## config.mk

```make
export PLATFORM = sky130hd
export DESIGN_NAME = lfsr_burst_ctrl
export DESIGN_NICKNAME = d
export VERILOG_FILES = /design/src/rtl/lfsr_burst_ctrl_pkg.sv /design/src/rtl/lfsr_burst_ctrl.sv
export SDC_FILE = /design/constraint.sdc
export NUM_CORES = 1
export LEC_CHECK = 0
export ABC_AREA = 1
export BUFFER_PORTS_ARGS = -buffer_cell sky130_fd_sc_hd__clkbuf_2
export CAP_MARGIN = 10
export CORE_MARGIN = 5
export CORE_UTILIZATION = 25
export DETAILED_ROUTE_END_ITERATION = 12
export PLACE_DENSITY = 0.54
export SLEW_MARGIN = 5
export SYNTH_ARGS = -nofsm -noshare
export SYNTH_HDL_FRONTEND = slang
export SYNTH_SLANG_ARGS = --single-unit
```

## constraint.sdc

```tcl
create_clock -name clk -period 1.6 [get_ports clk]
set_input_delay 0.32 -clock clk [delete_from_list [all_inputs] [get_ports clk]]
set_output_delay 0.32 -clock clk [all_outputs]
set_load 0.05 [all_outputs]
```

## src/rtl/lfsr_burst_ctrl_pkg.sv

```systemverilog
// Shared definitions for the LFSR burst controller: state encoding and LFSR defaults.
package lfsr_burst_ctrl_pkg;

    localparam int NB_LFSR = 8;
    localparam logic [NB_LFSR-1:0] DEFAULT_SEED = 8'h01;

    typedef enum logic [1:0] {
        ST_IDLE = 2'd0,
        ST_LOAD = 2'd1,
        ST_RUN  = 2'd2,
        ST_DONE = 2'd3
    } state_e;

    function automatic logic state_is_busy(input state_e st);
        return (st != ST_IDLE);
    endfunction

endpackage

```

## src/rtl/lfsr_burst_ctrl.sv

```systemverilog
// Burst sequencer driving an external Galois LFSR: seed load, N handshaked bytes, done pulse.
// Optional all-zero lock-up recovery is compiled in with `define LFSR_LOCKUP_RECOVERY_EN.
module lfsr_burst_ctrl
    import lfsr_burst_ctrl_pkg::*;
#(
    parameter int                 NB_LFSR      = lfsr_burst_ctrl_pkg::NB_LFSR,
    parameter int                 NB_LEN       = 16,
    parameter logic [NB_LFSR-1:0] DEFAULT_SEED = lfsr_burst_ctrl_pkg::DEFAULT_SEED
) (
    input  logic               clk,
    input  logic               i_rst,
    input  logic               i_start,
    input  logic               i_abort,
    input  logic [NB_LFSR-1:0] i_seed,
    input  logic [NB_LEN-1:0]  i_burst_len,
    input  logic [NB_LFSR-1:0] i_lfsr,
    output logic               o_lfsr_valid,
    output logic               o_lfsr_soft_reset,
    output logic [NB_LFSR-1:0] o_lfsr_seed,
    output logic [NB_LFSR-1:0] o_data,
    output logic               o_data_valid,
    input  logic               i_data_ready,
    output logic               o_busy,
    output logic               o_done
`ifdef LFSR_LOCKUP_RECOVERY_EN
    ,
    output logic               o_lockup
`endif
);

    localparam logic [NB_LEN-1:0] LEN_ONE = {{(NB_LEN-1){1'b0}}, 1'b1};

    state_e             state_q, state_d;
    logic [NB_LEN-1:0]  cnt_q, cnt_d;
    logic [NB_LEN-1:0]  len_q, len_d;
    logic [NB_LFSR-1:0] seed_q, seed_d;
    logic               busy_q, busy_d;
    logic               run_q, run_d;
    logic               load_q, load_d;
    logic               done_q, done_d;
    logic               lockup_now_s;
    logic               xfer_s;

`ifdef LFSR_LOCKUP_RECOVERY_EN
    logic               lockup_q, lockup_d;

    // An all-zero LFSR state can never leave zero, so it is treated as a fault in RUN.
    assign lockup_now_s = run_q && (i_lfsr == {NB_LFSR{1'b0}});
    assign o_lockup     = lockup_q;
`else
    assign lockup_now_s = 1'b0;
`endif

    assign xfer_s            = run_q && !lockup_now_s && i_data_ready;
    assign o_data            = i_lfsr;
    assign o_data_valid      = run_q && !lockup_now_s;
    assign o_lfsr_valid      = xfer_s;
    assign o_lfsr_soft_reset = load_q || lockup_now_s;
    assign o_lfsr_seed       = lockup_now_s ? DEFAULT_SEED : seed_q;
    assign o_busy            = busy_q;
    assign o_done            = done_q;

    // Next-state, counter and capture logic; the output flags are decoded from the next state.
    always_comb begin
        state_d = state_q;
        cnt_d   = cnt_q;
        len_d   = len_q;
        seed_d  = seed_q;
        case (state_q)
            ST_IDLE: begin
                if (i_start) begin
                    seed_d  = (i_seed == {NB_LFSR{1'b0}}) ? DEFAULT_SEED : i_seed;
                    len_d   = i_burst_len;
                    cnt_d   = {NB_LEN{1'b0}};
                    state_d = ST_LOAD;
                end else begin
                    state_d = ST_IDLE;
                end
            end
            ST_LOAD: begin
                if (i_abort) begin
                    state_d = ST_IDLE;
                end else if (len_q == {NB_LEN{1'b0}}) begin
                    state_d = ST_DONE;
                end else begin
                    state_d = ST_RUN;
                end
            end
            ST_RUN: begin
                if (xfer_s) begin
                    cnt_d = cnt_q + LEN_ONE;
                end else begin
                    cnt_d = cnt_q;
                end
                if (i_abort) begin
                    state_d = ST_IDLE;
                end else if (xfer_s && (cnt_q == (len_q - LEN_ONE))) begin
                    state_d = ST_DONE;
                end else begin
                    state_d = ST_RUN;
                end
            end
            ST_DONE: begin
                state_d = ST_IDLE;
            end
            default: begin
                state_d = ST_IDLE;
            end
        endcase
        busy_d = state_is_busy(state_d);
        run_d  = (state_d == ST_RUN);
        load_d = (state_d == ST_LOAD);
        done_d = (state_d == ST_DONE);
    end

`ifdef LFSR_LOCKUP_RECOVERY_EN
    // Sticky lock-up flag, cleared only when a new burst is accepted.
    always_comb begin
        lockup_d = lockup_q;
        if ((state_q == ST_IDLE) && i_start) begin
            lockup_d = 1'b0;
        end else if (lockup_now_s) begin
            lockup_d = 1'b1;
        end else begin
            lockup_d = lockup_q;
        end
    end

    // Lock-up flag register.
    always_ff @(posedge clk) begin
        if (i_rst) begin
            lockup_q <= 1'b0;
        end else begin
            lockup_q <= lockup_d;
        end
    end
`endif

    // FSM state, burst bookkeeping and registered output flags.
    always_ff @(posedge clk) begin
        if (i_rst) begin
            state_q <= ST_IDLE;
            cnt_q   <= {NB_LEN{1'b0}};
            len_q   <= {NB_LEN{1'b0}};
            seed_q  <= DEFAULT_SEED;
            busy_q  <= 1'b0;
            run_q   <= 1'b0;
            load_q  <= 1'b0;
            done_q  <= 1'b0;
        end else begin
            state_q <= state_d;
            cnt_q   <= cnt_d;
            len_q   <= len_d;
            seed_q  <= seed_d;
            busy_q  <= busy_d;
            run_q   <= run_d;
            load_q  <= load_d;
            done_q  <= done_d;
        end
    end

endmodule
```

# Word-level counts from Yosys, hierarchy flattened

Cells that the tools add are included.

Register bits: 46
Bits in latches: 0
Bits in writable memories: 0
ROM bits: 0
Bits of input ports: 37
Output and inout port bits: 21
Word-level logic and storage cells: 38
Memories kept: 0

$add $sub $neg: 2
Multiply operators: 0
Divide/modulo/power cells: 0
Magnitude comparators: 0
Equal/unequal tests: 9
Shift-type cells: 0
Multiplexer cells: 10
Bitwise logic cells: 0
Reductions and logical operators: 9

Operators with widths:

| cell                  | number |
|---|---|
| $mux 16               | 2 |
| $pmux 16 s2           | 1 |
| $add 16x1->16 const B | 1 |
| $eq 16x16->1          | 1 |
| $logic_not 16->1      | 1 |
| $sub 16x1->16 const B | 1 |
| $eq 2x2->1 const B    | 4 |
| $logic_not 8->1       | 1 |
| $mux 8                | 1 |
| $pmux 2 s4            | 1 |
| $eq 2x1->1 const B    | 2 |
| $mux 2                | 2 |
| $ne 2x2->1 const B    | 2 |
| $reduce_bool 2->1     | 2 |
| $mux 1                | 3 |
| $reduce_and 3->1      | 1 |
| $logic_and 1x1->1     | 2 |
| $logic_not 2->1       | 1 |
| $reduce_and 2->1      | 1 |

# Depth between registers and ports, before layout

Gate-level depths: netlist of the first run.

Depth in word-level cells: 7
Gate-level depth with buffers: 14
Mapped depth without buffers: 14

# Worst setup path before layout of the first run

OpenSTA, ideal clock, no wires.

Path type: reg2reg
Start point: register run_q, in the netlist o_data_valid
End point: register cnt_q[14]
Setup time: 0.058 ns
Arrival time: 1.725 ns
Data required time: 1.542 ns
Setup slack: -0.183 ns
Stages on the path, launching flop included: 12
Path buffers: 0
Period minus slack after synthesis: 1.783 ns
Cells stage by stage: dfxtp_1 nand2_1 nor2_4 nor2_1 inv_2 nand3_2 inv_2 nand3b_2 nor2_2 nand2_1 a21oi_1 o21a_1

Cells in the longest elaborated chain, start to end: 3

RTL lines:

| what                       | line                   | text |
|---|---|---|
| start, declared            | lfsr_burst_ctrl.sv:38  | `logic run_q, run_d;` |
| start signal, assigned     | lfsr_burst_ctrl.sv:156 | `run_q <= run_d;` |
| $logic_and 1x1->1          | lfsr_burst_ctrl.sv:54  | `assign xfer_s = run_q && !lockup_now_s && i_data_ready;` |
| $ne 2x2->1 (no line)       | n/a                    |  |
| $reduce_and 3->1 (no line) | n/a                    |  |
| end signal, assigned       | lfsr_burst_ctrl.sv:143 | `cnt_q <= {NB_LEN{1'b0}};` |
| end signal, assigned       | lfsr_burst_ctrl.sv:152 | `cnt_q <= cnt_d;` |
| end, declared              | lfsr_burst_ctrl.sv:34  | `logic [NB_LEN-1:0] cnt_q, cnt_d;` |

Every way passes these cells.
A chain may end at the register's enable or synchronous reset.

# Worst setup path after layout of the first run

Start point: register len_q[0]
End point: register done_q, in the netlist o_done

Cells in the longest elaborated chain, start to end: 7
Elaborated cells on any way between the ends: 10
Those cells by class: 1 x add/sub; 2 x eq/ne; 5 x mux; 2 x reduce/logical

RTL lines:

| what                   | line                   | text |
|---|---|---|
| start, declared        | lfsr_burst_ctrl.sv:35  | `logic [NB_LEN-1:0] len_q, len_d;` |
| start signal, assigned | lfsr_burst_ctrl.sv:144 | `len_q <= {NB_LEN{1'b0}};` |
| start signal, assigned | lfsr_burst_ctrl.sv:153 | `len_q <= len_d;` |
| $sub 16x1->16          | lfsr_burst_ctrl.sv:97  | `end else if (xfer_s && (cnt_q == (len_q - LEN_ONE))) begin` |
| $eq 16x16->1           | lfsr_burst_ctrl.sv:97  |  |
| $logic_and 1x1->1      | lfsr_burst_ctrl.sv:97  |  |
| $mux 1                 | lfsr_burst_ctrl.sv:97  |  |
| $mux 2                 | lfsr_burst_ctrl.sv:95  | `if (i_abort) begin` |
| $pmux 2 s4 *           | lfsr_burst_ctrl.sv:69  | `case (state_q)` |
| $eq 2x2->1 *           | lfsr_burst_ctrl.sv:113 | `done_d = (state_d == ST_DONE);` |
| end signal, assigned   | lfsr_burst_ctrl.sv:158 | `done_q <= done_d;` |
| end, declared          | lfsr_burst_ctrl.sv:40  | `logic done_q, done_d;` |

Every way passes the cells marked *; elsewhere a longest branch is shown, timed or not.

==> results.cfg, run 1 <==
[worst_setup_path]
start_kind = flip-flop
crit_path_max_incr_delay_ns = 0.34
worstPathArrival_ns = 1.88
crit_top_cell = nand2_1
worstPathRequired_ns = 1.85
worstPathCellList = inv_4, buf_6, nand2_4, nor2_4, nand2_1, nand2_1, nand2_1, nor2_1, nand2_1, nor2_2, nand3_2, nand3_2, nand2_2, nor2_2
worstSetupPathType = reg -> reg
critPathBufInv = 2
path_delay_family = simple AND/OR/NAND/NOR gates
cpMaxStageDelayCell = dfxtp_2
worstPathMaxFanout = 7
worstSetupEndpointType = flip-flop

[yosys]
synth_area_leaders = dfxtp_1 38%, nand2_1 14%, inv_1 7.8%, nor2_1 5.1%, o21ai_0 4.9%
synth_adder_area_share = 0.01020
synth_top_cell_area_share = 0.3755
synth_edf_count = 0
ys.flop_type = dfxtp_1
synthMuxAreaShare = 0
synth_common_cells = 90 x nand2_1, 51 x inv_1, 46 x dfxtp_1
synth_top_family_by_area = simple AND/OR/NAND/NOR gates
synth_warnings = 0
async_flop_share = 0
syn_nets = 397
synth_largest_area_cell = dfxtp_1
yosys.cell_count.top_type = nand2_1
synth-xor-area-share = 0.03214
ys_seq_elements = 46
yosysUniqueCellTypes = 30
synth_seq_area_share = 0.3755
yosys.area_share.simple = 0.3291
synth_compound_area_frac = 0.1332
synthCells = 358
syn_area_mm2 = 0.002452
syn_area_per_cell_um2 = 6.850

[die]
io_pins = 58
core_area_mm2 = 0.009684
die-area_mm2 = 0.01189
die_x_um = 109.0
initial_core_util = 0.2532
num_rows = 36
die_h_um = 109.0

[final_layout]
layout-drive-gt1-share = 0.3005
finalNonFillerCells = 549
num-fill-cells = 1047
final_core_util = 0.3248
finalNetCount = 454
num_antenna_cells = 0
areaGrowthSynthToFinish_pct = 28.27

[routing]
ant_nets = 0
firstDrtPassIters = 4
vias = 2352
drtIter0Drc = 104
drt-total-wl_um = 6280
drcViolationCount = 0
wl_per_cell_um = 11.44
routed_via_density = 4.284

[cts]
clock-sinks = 46
h-tree-depth = 2
root_buffer = clkbuf_8
holdBufCountCts = 0
cts_tree = done
clk_pin_slew_worst_paths_ns = 0.09
clockBufferDepth = 2
clk_latency_ns = 0.30
numCtsBuffers = 5

[grt]
grt.overflow.total = 0
antenna_found_initial = 0
grt_pass1_wl_um = 10530
track_usage = 0.1101
grt_pass1_vias = 2196
grt_max_degree = 22

[place]
pre_cts_ws_ns = -0.06818
gp_congestion = 0.8257
hpwl_um = 4821
dp.cells = 536
port-buffer-count = 41

[power]
max-vdd-ir-drop_uv = 560.6
power_leakage_nw = 1.471
pwr_density_cell_mw_per_mm2 = 872.3

[sta]
maxSlewHeadroom = 0.6121
report.final.hold_viol_count = 0
maxSlewViolCount = 0
tightest_slew_ns = 0.5813
period_share = 1.021
fmax_ghz = 0.6120
setup_violations = 3
finalWorstSetupSlack_ns = -0.03389
finalClockSkew_ns = 0.004945
rsz0062_at_grt = yes
period_needed_ns = 1.634

[hold_path]
hold_class = in -> reg

[outcome]
failed_checks = setup timing
status = finished with violations

[flow_run]
maxCapViolCount = 0
area by class of cell:
type / instances / area, um2 / area share
timing repair buffer: 64 / 381.6 / 0.1213
inverter: 56 / 212.7 / 0.06762
clock inverter: 3 / 45.04 / 0.01432
multi-input combinational: 242 / 1341 / 0.4264
sequential: 46 / 929.6 / 0.2955
clock buffer: 5 / 68.82 / 0.02188
tap: 133 / 166.4 / 0.05290
layout by cell type, fill, tap and decap left out, drive strengths merged:
| cell | Yosys | final |
|---|---|---|
| nand3 | 21 | 21 |
| nand3b | 4 | 4 |
| nor2 | 45 | 45 |
| a21oi | 17 | 17 |
| clkinvlp | 0 | 2 |
| a211oi | 1 | 1 |
| a22o | 8 | 8 |
| a41oi | 1 | 1 |
| dfxtp | 46 | 46 |
| buf | 8 | 23 |
| inv | 56 | 56 |
| nor4 | 2 | 2 |
| nand2 | 93 | 93 |
| a22oi | 1 | 1 |
| nor3 | 6 | 6 |
| nand4 | 4 | 4 |
| bufinv | 0 | 1 |
| o21ai | 25 | 25 |
| xnor2 | 3 | 3 |
| clkbuf | 6 | 46 |
| o21a | 3 | 3 |
| xor2 | 6 | 6 |
| ha | 2 | 2 |
power breakdown:
group	total [mW]	internal [mW]	leakage, nW	switching (mW)
clock network	0.886	0.465	0.0504	0.421
registers	1.24	1.20	0.378	0.0468
logic	0.616	0.231	1.04	0.384
repair_timing:
item	4_1_cts	5_1_grt
setup endpoints to repair	4	15
buffers inserted	0	5
pin swaps	10	19
gates resized for setup	13	24
state kept, by name (all words and copies together) (netlist names):
register           cells
state_q                2
o_busy                 1
o_lfsr_seed            8
o_data_valid           1
cnt_q                 16
o_done                 1
o_lfsr_soft_reset      1
len_q                 16
worst paths after layout:
kind	startpoint	end	slack (ns)	cells after the start
worst max-delay path	len_q[0]$_SDFFE_PP0P_	o_done$_SDFF_PP0_	-0.03	14
worst min-delay path	i_burst_len[5]	len_q[5]$_SDFFE_PP0P_	0.22	3
worst max register to register	len_q[0]$_SDFFE_PP0P_	o_done$_SDFF_PP0_	-0.03	14
worst min register to register	o_lfsr_seed[5]$_SDFFE_PP0P_	o_lfsr_seed[5]$_SDFFE_PP0P_	0.47	2
worst register-to-register path: stages, from the launching register on:
cell     delay (ns)
dfxtp_2        0.34
inv_4          0.07
buf_6          0.10
nand2_4        0.06
nor2_4         0.20
nand2_1        0.07
nand2_1        0.06
nand2_1        0.05
nor2_1         0.11
nand2_1        0.08
nor2_2         0.12
nand3_2        0.09
nand3_2        0.08
nand2_2        0.07
nor2_2         0.08
stage by stage:
| step | area, um2 | power (mW) | TNS (ns) | hold WS, ns |
|---|---|---|---|---|
| floorplan | 2454 | 1.720 | 0 | 0.3891 |
| global placement | 2877 | 1.841 | -0.03219 | 0.4520 |
| detailed placement | 2877 | 1.842 | -0.2026 | 0.4496 |
| CTS | 3025 | 2.750 | -0.1238 | 0.2080 |
| global route | 3146 | 2.913 | -0.6844 | 0.2243 |
| finish | 3146 | 2.744 | -0.05845 | 0.2161 |
logic make-up after synthesis:
logic type | after synthesis
buf+inv | 70
simple gates | 175
fa+ha+maj | 2
compound gates | 56
flops | 46
xor+xnor | 9
per-layer routing:
| layer | vias to the layer above | routed length, um | GRT usage |
|---|---|---|---|
| met2 | 46 | 2727 | 0.1732 |
| met5 | - | 0 | 0 |
| li1 | 1243 | - | - |
| met3 | 4 | 295 | 0.02368 |
| met1 | 1059 | 3216 | 0.1538 |
| met4 | 0 | 40 | 0.02435 |
(Power assumes the default switching activity.)
==> inputs of run 2 (changes only) <==
- CORE_UTILIZATION: 25 -> 57
- PLACE_DENSITY: 0.54 -> 0.93
- clock period: 1.6 -> 2 ns (I/O delays scaled with it)
==> run 2 against run 1 <==
The run now ends clean. Flip-flop and latch count stayed put. Die area is 52% lower. First-iteration DRC count is 7.7% higher. Via count is 2.4% lower. Clock power is 24% lower. Final cell count is 19% lower. Largest power group unchanged.
==> results.cfg, run 2 (synthesis gave the netlist of run 1 again) <==
[cts]
post_cts_resize_count = 0
h-tree-depth = 2
root_buffer = clkbuf_8
clk_latency_ns = 0.30
clockBufferDepth = 2
clock-sinks = 46
numCtsBuffers = 5
cts_tree = done
clk_pin_slew_worst_paths_ns = 0.08
post-cts-setup-buffers = 0
holdBufCountCts = 0

[final_layout]
num_antenna_cells = 0
layout_commonest_cell = nand2_1
finalNetCount = 434
layout-drive-gt1-share = 0.1995
areaGrowthSynthToFinish_pct = 12.91
final_cell_mix = 90 x nand2_1, 51 x inv_1, 46 x dfxtp_1, 41 x clkbuf_2, 33 x nor2_1

[place]
hpwl_um = 4198
port-buffer-count = 41
gp_congestion = 0.9469

[grt]
grt_pass1_wl_um = 9294
antenna_found_initial = 0
grt.overflow.total = 0
grt_pass1_vias = 2249
grtUsageMet3 = 0.05409
grt_max_degree = 22
gr-max-usage-layer = met2
grt_util_met1 = 0.2620
met2_usage = 0.3317
track_usage = 0.2065

[routing]
drt-total-wl_um = 5314
firstDrtPassIters = 5
wl_per_cell_um = 11.91
vias = 2295
drcViolationCount = 0
ant_nets = 0
drtIter0Drc = 112
routed_via_density = 5.146

[sta]
fmax_ghz = 0.5609
finalClockSkew_ns = 0.003990
period_share = 0.8915
tightest_slew_ns = 0.5356
period_needed_ns = 1.783
rsz0062_at_grt = no
maxSlewHeadroom = 0.6425
report.final.hold_viol_count = 0
holdWs_ns = 0.2988
maxSlewViolCount = 0
final.setup.tns_ns = 0
setup_violations = 0

[hold_path]
hold_class = in -> reg

[outcome]
status = finished, final reports clean

[worst_setup_path]
crit_top_cell = nor2_1
worstSetupPathType = reg -> reg
cpMaxStageDelayCell = dfxtp_1
crit_path_max_incr_delay_ns = 0.35
critPathBufInv = 1
worstPathCellList = inv_2, ha_1, nand2_1, nand3_1, nor2_1, nand2_1, nor2_1, nand3_1, nor2_1, nand3_2, nand3_2, nand2_2, nor2_2
worstSetupEndpointType = flip-flop
reg2reg_setup_slack_ns = 0.22
worstPathMaxFanout = 5
worstPathArrival_ns = 2.02
worstPathRequired_ns = 2.24
start_kind = flip-flop
path_delay_family = simple AND/OR/NAND/NOR gates

[power]
power_leakage_nw = 1.335
pwr_density_cell_mw_per_mm2 = 758.5
max-vdd-ir-drop_uv = 589.8

[die]
die_x_um = 75.59
io_pins = 58
die_h_um = 75.59
core_area_mm2 = 0.004086
initial_core_util = 0.6001
num_rows = 23
die-area_mm2 = 0.005714

[flow_run]
maxCapViolCount = 0
run 2: cell count changes in the layout (fill, tap and decap cells not counted), sizes merged:
cell      previous run  this run
buf                 23         3
clkbuf              46        47
clkinvlp             2         1
run 2: layer usage:
layer | vias up | wire length (um)
met5 | - | 0
met4 | 0 | 80
met3 | 7 | 327
met2 | 59 | 2467
met1 | 1027 | 2439
li1 | 1202 | -
run 2: per-stage QoR:
stage	util	setup WS, ns	area (um2)	cells	power, mW
6_report	0.6776	0.2170	2769	446	2.100
2_1_floorplan	-	0.2169	2452	358	1.376
3_5_place_dp	0.6506	0.2562	2659	438	1.445
4_1_cts	0.6776	0.2407	2769	446	2.120
3_3_place_gp	0.6506	0.2918	2659	438	1.432
5_1_grt	0.6776	0.06847	2769	446	2.215
run 2: tightest hold or removal path, cell delays in order:
cell and delay (ns):
clkbuf_2 0.08, nand2_1 0.04, nand2_1 0.05
run 2: report_power, final:
part	switching, mW	internal, mW
clock	0.302	0.373
combinational	0.285	0.150
sequential	0.0350	0.955
run 2: cell type report:
cell class | instances | area [um2]
multi-input cells | 242 | 1237
clock buffers | 6 | 72.57
inverters | 56 | 210.2
well taps | 50 | 62.56
fillers | 363 | 1318
repair buffers | 44 | 227.7
flip-flops and latches | 46 | 920.9
clock inverters | 2 | 37.54
run 2: path summary, 6_finish.rpt:
check,from,to,cells past startpoint
min reg2reg,o_lfsr_seed[5]$_SDFFE_PP0P_,o_lfsr_seed[5]$_SDFFE_PP0P_,2
min,i_burst_len[5],len_q[5]$_SDFFE_PP0P_,3
max,len_q[0]$_SDFFE_PP0P_,o_done$_SDFF_PP0_,13
max reg2reg,len_q[0]$_SDFFE_PP0P_,o_done$_SDFF_PP0_,13
